## src/rtl/iiitb_lifo_param.sv

```systemverilog
// Parametrised LIFO stack with push/pop strobes, top replace, occupancy flags
// and sticky overflow/underflow error reporting.
module iiitb_lifo_param #(
    parameter int DATA_W = 4,
    parameter int DEPTH  = 8,
    parameter int AF_TH  = 6,
    parameter int AE_TH  = 2,
    localparam int CW    = $clog2(DEPTH + 1)
) (
    input  logic              Clk,
    input  logic              Rst,
    input  logic              EN,
    input  logic              CLR,
    input  logic              PUSH,
    input  logic              POP,
    input  logic [DATA_W-1:0] dataIn,
    output logic [DATA_W-1:0] dataOut,
    output logic              dataValid,
    output logic [DATA_W-1:0] TOP,
    output logic [CW-1:0]     COUNT,
    output logic              EMPTY,
    output logic              FULL,
    output logic              ALMOST_EMPTY,
    output logic              ALMOST_FULL,
    output logic              OVF,
    output logic              UNF,
    output logic              ERR
);

    localparam int AW = $clog2(DEPTH);

    logic [DATA_W-1:0] mem [DEPTH];

    logic [AW-1:0]     push_idx;
    logic [AW-1:0]     top_idx;
    logic [DATA_W-1:0] top_data;

    logic          wr_en;
    logic [AW-1:0] wr_idx;
    logic          cnt_inc;
    logic          cnt_dec;
    logic          pop_take;
    logic          bypass;
    logic          ovf_n;
    logic          unf_n;

    assign push_idx = AW'(COUNT);
    assign top_idx  = AW'(COUNT - CW'(1));
    assign top_data = mem[top_idx];

    // Every flag is a pure function of the COUNT register
    assign EMPTY        = (COUNT == '0);
    assign FULL         = (COUNT == CW'(DEPTH));
    assign ALMOST_EMPTY = (COUNT <= CW'(AE_TH));
    assign ALMOST_FULL  = (COUNT >= CW'(AF_TH));
    assign TOP          = EMPTY ? '0 : top_data;

    always_comb begin
        wr_en    = 1'b0;
        wr_idx   = push_idx;
        cnt_inc  = 1'b0;
        cnt_dec  = 1'b0;
        pop_take = 1'b0;
        bypass   = 1'b0;
        ovf_n    = 1'b0;
        unf_n    = 1'b0;
        if (EN && !CLR) begin
            unique case ({PUSH, POP})
                2'b10: begin
                    if (FULL) begin
                        ovf_n = 1'b1;
                    end else begin
                        wr_en   = 1'b1;
                        cnt_inc = 1'b1;
                    end
                end
                2'b01: begin
                    if (EMPTY) begin
                        unf_n = 1'b1;
                    end else begin
                        pop_take = 1'b1;
                        cnt_dec  = 1'b1;
                    end
                end
                2'b11: begin
                    // Top replace; on an empty stack the word passes straight through
                    if (EMPTY) begin
                        bypass = 1'b1;
                    end else begin
                        pop_take = 1'b1;
                        wr_en    = 1'b1;
                        wr_idx   = top_idx;
                    end
                end
                default: ;
            endcase
        end
    end

    always_ff @(posedge Clk) begin
        if (wr_en) begin
            mem[wr_idx] <= dataIn;
        end
    end

    always_ff @(posedge Clk or posedge Rst) begin
        if (Rst) begin
            COUNT     <= '0;
            dataOut   <= '0;
            dataValid <= 1'b0;
            OVF       <= 1'b0;
            UNF       <= 1'b0;
            ERR       <= 1'b0;
        end else begin
            dataValid <= pop_take | bypass;
            OVF       <= ovf_n;
            UNF       <= unf_n;
            if (pop_take) begin
                dataOut <= top_data;
            end else if (bypass) begin
                dataOut <= dataIn;
            end
            if (CLR) begin
                COUNT <= '0;
                ERR   <= 1'b0;
            end else begin
                ERR <= ERR | ovf_n | unf_n;
                if (cnt_inc) begin
                    COUNT <= COUNT + CW'(1);
                end else if (cnt_dec) begin
                    COUNT <= COUNT - CW'(1);
                end
            end
        end
    end

endmodule

```

## config.mk

```make
export PLATFORM = sky130hd
export DESIGN_NAME = iiitb_lifo_param
export DESIGN_NICKNAME = d
export VERILOG_FILES = /design/src/rtl/iiitb_lifo_param.sv
export SDC_FILE = /design/constraint.sdc
export NUM_CORES = 1
export LEC_CHECK = 0
export ABC_AREA = 1
export BUFFER_PORTS_ARGS = -buffer_cell sky130_fd_sc_hd__buf_2
export CAP_MARGIN = 20
export CORE_MARGIN = 8
export CORE_UTILIZATION = 30
export DETAILED_ROUTE_END_ITERATION = 7
export HOLD_SLACK_MARGIN = 0.08
export PLACE_DENSITY = 0.53
export REMOVE_ABC_BUFFERS = 1
export SLEW_MARGIN = 20
export SYNTH_ARGS = -nofsm -noshare
export SYNTH_HDL_FRONTEND = slang
export SYNTH_SLANG_ARGS = --single-unit
```

## constraint.sdc

```tcl
create_clock -name Clk -period 2.87 [get_ports Clk]
set_input_delay 0.287 -clock Clk [delete_from_list [all_inputs] [get_ports Clk]]
set_output_delay 0.287 -clock Clk [all_outputs]
set_load 0.005 [all_outputs]
```

==> flow_summary.toml, run 1 <==
[status]
outcome = "finished, final reports clean"

[clocking]
htree_levels = 2
clock-sinks = 44
cts_repair_resize_count = 0
cts.reportedPaths.clkPinSlew_ps = 100
clockBufferDepth = 2
cts.root.buffer_cell = "clkbuf_8"
cts_inserted_buffers = 5
cts_tree = "yes"
insertion_delay_ps = 310

[worst_hold_path]
worst_hold_path_type = "in -> reg"

[drt]
detailedRoute.firstPassIterationCount = 4
antenna_violating_nets_post_route = 0
vias_per_cell = 4.33
routed_wire_length_per_instance_um = 13.5
post-route-drc-count = 0
routed-via-count = 1728
drtIter0Drc = 100
routed_wirelength_mm = 5.40

[sta]
fin_crit_share_pct = 88.3
final_max_slew_viol_count = 0
fmax_mhz = 394
hold_viol = 0
fin_setup_tns_ps = 0
worstMarginPinSlew_ps = 502
timing.clock.skew_ps = 11.5
timing.max_slew.rel_slack_pct = 66.5
setup-violations-final = 0
period_needed_ps = 2540
setup_repair_after_global_routing_missed_its_margin = "false"

[global_route]
largest_net_degree_at_the_start_of_global_routing = 23
initial_antenna_violation_count = 0
first_global_vias = 1873
track_usage_pct = 10.7
overflow = 0
grt_first_pass_wirelength_mm = 9.41

[logic_synthesis]
synthTopCellsByArea = "edfxtp_1, dfrtp_1, nand2_1"
synth_cell_type_count = 27
syn_area_per_cell_um2 = 8.80
synth_async_sr_flop_share_pct = 27.3
synth_warnings = 0
number_of_synthesized_register_bits = 44
dominantRegCellSynth = "edfxtp_1"
yosysTopAreaCellShare_pct = 41.7
synthesis.area_um2 = 2310
postSynthCellCount = 262
seq_area_frac_synth_pct = 54.7
synth_enable_flop_cells = 32
synth_area_leader_cell = "edfxtp_1"

[worst_setup_path]
crit_path_max_fanout = 10
timing.critical_path.to_type = "primary output"
cp_data_required_time_ps = 2580
cp-start-kind = "register"
critical_path_type = "reg -> out"
r2r_slack_ps = 530
timing.critical_path.arrival_ps = 2250

[final_layout]
antennaDiodeCount = 0
final_layout_size_suffix_gt1_share_pct = 18.9
syn2layout_area_growth_pct = 16.5
postLayoutCoreUtil_pct = 35.5
num-nets-final = 309

[die]
initial_core_util_pct = 30.5
placementRows = 32
die-width_um = 104
num_io_pins = 30
core_region_area_um2 = 7570
die_ar_um2 = 10700
chipHeight_um = 104

[power]
power_leakage_uw = 0.00130
vdd.ir_drop.worst_uv = 241
power_density_nw_per_um2 = 540

[place]
hpwlAfterDp_mm = 3.93
place_congestion = 0.785
buffer_ports.inserted = 29

[job]
cap_violations = 0
[cell usage after synthesis, drive strengths merged, types with 2 or more instances]
cell / instances
inv: 44
dfrtp: 12
ha: 3
nor2: 33
nand3: 26
nand2: 78
a21oi: 2
xor2: 4
o21ai: 11
edfxtp: 32
nand4: 8
buf: 6
[kinds of logic (layout without fill, tap and decap cells)]
logic type | after synthesis | in the layout | share of synthesized area [%]
adders and majority gates | 3 | 3 | 1.63
and+or+nand+nor | 145 | 145 | 28.5
DFF | 44 | 44 | 54.7
AOI/OAI and AO/OA | 13 | 13 | 3.47
xor gates and xnor gates | 5 | 5 | 2.22
buffers and inverters | 52 | 87 | 9.44
[power by group]
part           internal, uW  switching (uW)  total, uW
combinational          85.2             147        233
clock                   262             233        496
sequential              707            15.4        723
[metal layers]
| metal | track usage (%) | vias to the layer above | part of all wire (%) |
|---|---|---|---|
| met2 | 17.5 | 27 | 45 |
| met1 | 13.7 | 797 | 50 |
| li1 | - | 895 | - |
| met4 | 2.59 | 0 | 1.2 |
| met3 | 2.91 | 9 | 3.3 |
| met5 | 0 | - | 0 |
[critical path: stages (launching register included)]
cell      delay, ps
dfrtp_1         500
inv_1           160
ha_1            330
clkinv_1        270
nor2_1          170
o21ai_0         110
nand3_1         150
nand2_1          70
nor2_1           80
buf_2           110
[what timing repair did]
action                    in CTS  in global routing
hold endpoints to repair      12                  0
hold buffers                   1                  0
buffers inserted               0                  0
[flip-flops by register name, summed over array words and instances, names as in the netlist]
register,count
COUNT,4
ERR,1
OVF,1
UNF,1
dataOut,4
dataValid,1
mem,32
[through the flow]
step           worst slack [ps]  total power (uW)  hold WS (ps)  instance area [um2]  cells
2_1_floorplan               222               875           152                 2260    255
3_3_place_gp                621               971           326                 2560    390
3_5_place_dp                540               971           349                 2560    390
4_1_cts                     335              1470           206                 2690    399
5_1_grt                    65.0              1520           219                 2690    399
6_report                    334              1450           213                 2690    399
[final cells by class]
class	count	area (um2)
repair buffers	34	185
clock buffers	5	68.8
fillers	771	4880
flip-flops and latches	44	1260
inverters	45	171
multi-input cells	166	827
well taps	102	128
clock inverters	3	46.3
[path summary, 6_finish.rpt]
path,to,startpoint,depth (start not counted)
hold reg to reg,dataOut[0]$_DFFE_PP0P_,dataOut[0]$_DFFE_PP0P_,2
hold / removal,ERR$_DFF_PP0_,CLR,2
setup / recovery,TOP[3],COUNT[1]$_DFFE_PP0P_,9
min in group asynchronous,OVF$_DFF_PP0_,Rst,3
max in group asynchronous,dataOut[0]$_DFFE_PP0P_,Rst,3
setup reg to reg,mem[3][0]$_DFFE_PP_,COUNT[1]$_DFFE_PP0P_,7
[layout by cell type, fill, tap and decap left out, drive strengths merged, types with 3 or more instances in the layout]
cell	instances
nand4	8
xor2	4
inv	45
dfrtp	12
nor2	33
nand2	78
edfxtp	32
clkbuf	5
buf	33
ha	3
nand3	26
o21ai	11
Note: power is estimated with default switching activity, not from simulation.
==> inputs of run 2 (changes only) <==
Settings changed: SETUP_SLACK_MARGIN set to 0.4.
==> flow_summary.toml, run 2 (synthesized netlist as in run 1, its figures left out) <==
[die]
core_region_area_um2 = 7570
initial_core_util_pct = 30.5
placementRows = 32
num_io_pins = 30
die-width_um = 104
die_ar_um2 = 10700
chipHeight_um = 104

[global_route]
initial_antenna_violation_count = 0
grt_first_pass_wirelength_mm = 9.41
track_usage_pct = 10.7
first_global_vias = 1873
overflow = 0
largest_net_degree_at_the_start_of_global_routing = 23

[sta]
fin_setup_tns_ps = 0
timing.clock.skew_ps = 11.7
hold_viol = 0
fmax_mhz = 436
setup_repair_after_global_routing_missed_its_margin = "false"
final_max_slew_viol_count = 0
period_needed_ps = 2290
setup-violations-final = 0
timing.max_slew.rel_slack_pct = 66.6
fin_crit_share_pct = 79.9
worstMarginPinSlew_ps = 501
hold_ws_ps = 216

[drt]
vias_per_cell = 4.35
post-route-drc-count = 0
detailedRoute.firstPassIterationCount = 4
antenna_violating_nets_post_route = 0
drtIter0Drc = 86
routed_wire_length_per_instance_um = 13.4
routed_wirelength_mm = 5.40
routed-via-count = 1747

[final_layout]
layoutNonFillerInstCount = 402
fillerInstances = 771
leading_cell_types_in_the_layout_fill_and_taps_excluded = "nand2_1, inv_1, edfxtp_1, nor2_1, buf_2"
antennaDiodeCount = 0
combined_flip_flop_and_latch_cell_area_um2 = 1260
max_flop_register = "mem"
syn2layout_area_growth_pct = 17.6
mostFrequentLayoutCell = "nand2_1"
multi_input_area_um2 = 827
top_flop_regs = "mem (32), COUNT (4), dataOut (4)"
num-nets-final = 312
largest_register_ffs = 32
final_layout_size_suffix_gt1_share_pct = 20.7

[worst_setup_path]
setup.worst_path.start = "COUNT[1]$_DFFE_PP0P_"
rr_startpoint = "COUNT[1]$_DFFE_PP0P_"
cp-start-kind = "register"
critical_path_type = "reg -> out"
cp_slowest_cell = "dfrtp_2"
critPathTopFamily = "flip-flops"
crit_path_max_fanout = 8
crit_chain = "inv_2, ha_1, xor2_1, nand3_1, nand2_1, nor2_1, buf_2"
cp_data_required_time_ps = 2580
timing.critical_path.slowest_cell_delay_ps = 470
timing.critical_path.to_type = "primary output"
timing.critical_path.arrival_ps = 2010
critPathBufInv = 2

[clocking]
htree_levels = 2
cts_inserted_buffers = 5
cts.root.buffer_cell = "clkbuf_8"
cts_tree = "yes"
insertion_delay_ps = 310
clockBufferDepth = 2
cts.reportedPaths.clkPinSlew_ps = 100
clock-sinks = 44

[job]
cap_violations = 0

[power]
vdd.ir_drop.worst_uv = 241
power_density_nw_per_um2 = 536
power.share.clock_pct = 34.0
p_switching_uw = 395
power_uw = 1450
switching_share_pct = 27.2
power_leakage_uw = 0.00131
power.combinational.fraction_pct = 16.2
seq_power_share_pct = 49.8
p_int_uw = 1060

[place]
place_congestion = 0.785
hpwlAfterDp_mm = 3.93
buffer_ports.inserted = 29
place.detailed.instances = 390

[worst_hold_path]
hold_path.startpoint = "CLR"
worst_hold_path_type = "in -> reg"

[status]
outcome = "finished, final reports clean"
## run 2: cell count changes in the layout (fill, tap and decap cells not counted)
cell,change
buf_4,+3
clkinv_1,-1
clkinv_2,+1
dfrtp_1,-1
dfrtp_2,+1
inv_1,-1
inv_2,+1
## run 2: final cells by class
cell class                 instances  share of cell area, %
multi-input combinational        166                   30.5
inverter                          45                   6.37
clock buffer                       5                   2.54
tap                              102                   4.70
timing repair buffer              37                   7.66
sequential                        44                   46.5
clock inverter                     3                   1.71
## run 2: timing repair
action,CTS,global route
setup buffers,0,3
endpoints found under the setup margin,1,12
resized for setup,1,2
hold buffers,1,0
hold endpoints to repair,12,0
## run 2: final timing paths
| kind | slack, ps | cells after the start | to |
|---|---|---|---|
| hold reg to reg | 480 | 2 | dataOut[0]$_DFFE_PP0P_ |
| setup reg to reg | 630 | 7 | mem[3][0]$_DFFE_PP_ |
| max in group asynchronous | 1970 | 3 | COUNT[1]$_DFFE_PP0P_ |
| min in group asynchronous | 540 | 3 | OVF$_DFF_PP0_ |
| setup / recovery | 580 | 7 | TOP[2] |
| hold / removal | 220 | 2 | ERR$_DFF_PP0_ |
## run 2: power groups by stage
stage               Clock (uW)  Sequential [uW]  Combinational (uW)
detailed placement           0              737                 234
global route               529              726                 272
CTS                        510              723                 237
floorplan                    0              741                 134
finish                     494              723                 236
global placement             0              737                 234
## run 2: stage by stage
step | cell area, um2 | setup slack [ps] | utilization (%)
final | 2710 | 577 | 35.8
after global routing | 2710 | 417 | 35.8
after CTS | 2690 | 481 | 35.5
after detailed placement | 2560 | 540 | 33.9
after global placement | 2560 | 621 | 33.9
after floorplan | 2260 | 222 | -
## run 2: routing by layer
metal	GRT usage [%]	wire length, um
met5	0	0
met4	2.59	69
met3	2.91	189
met2	17.5	2480
met1	13.7	2670
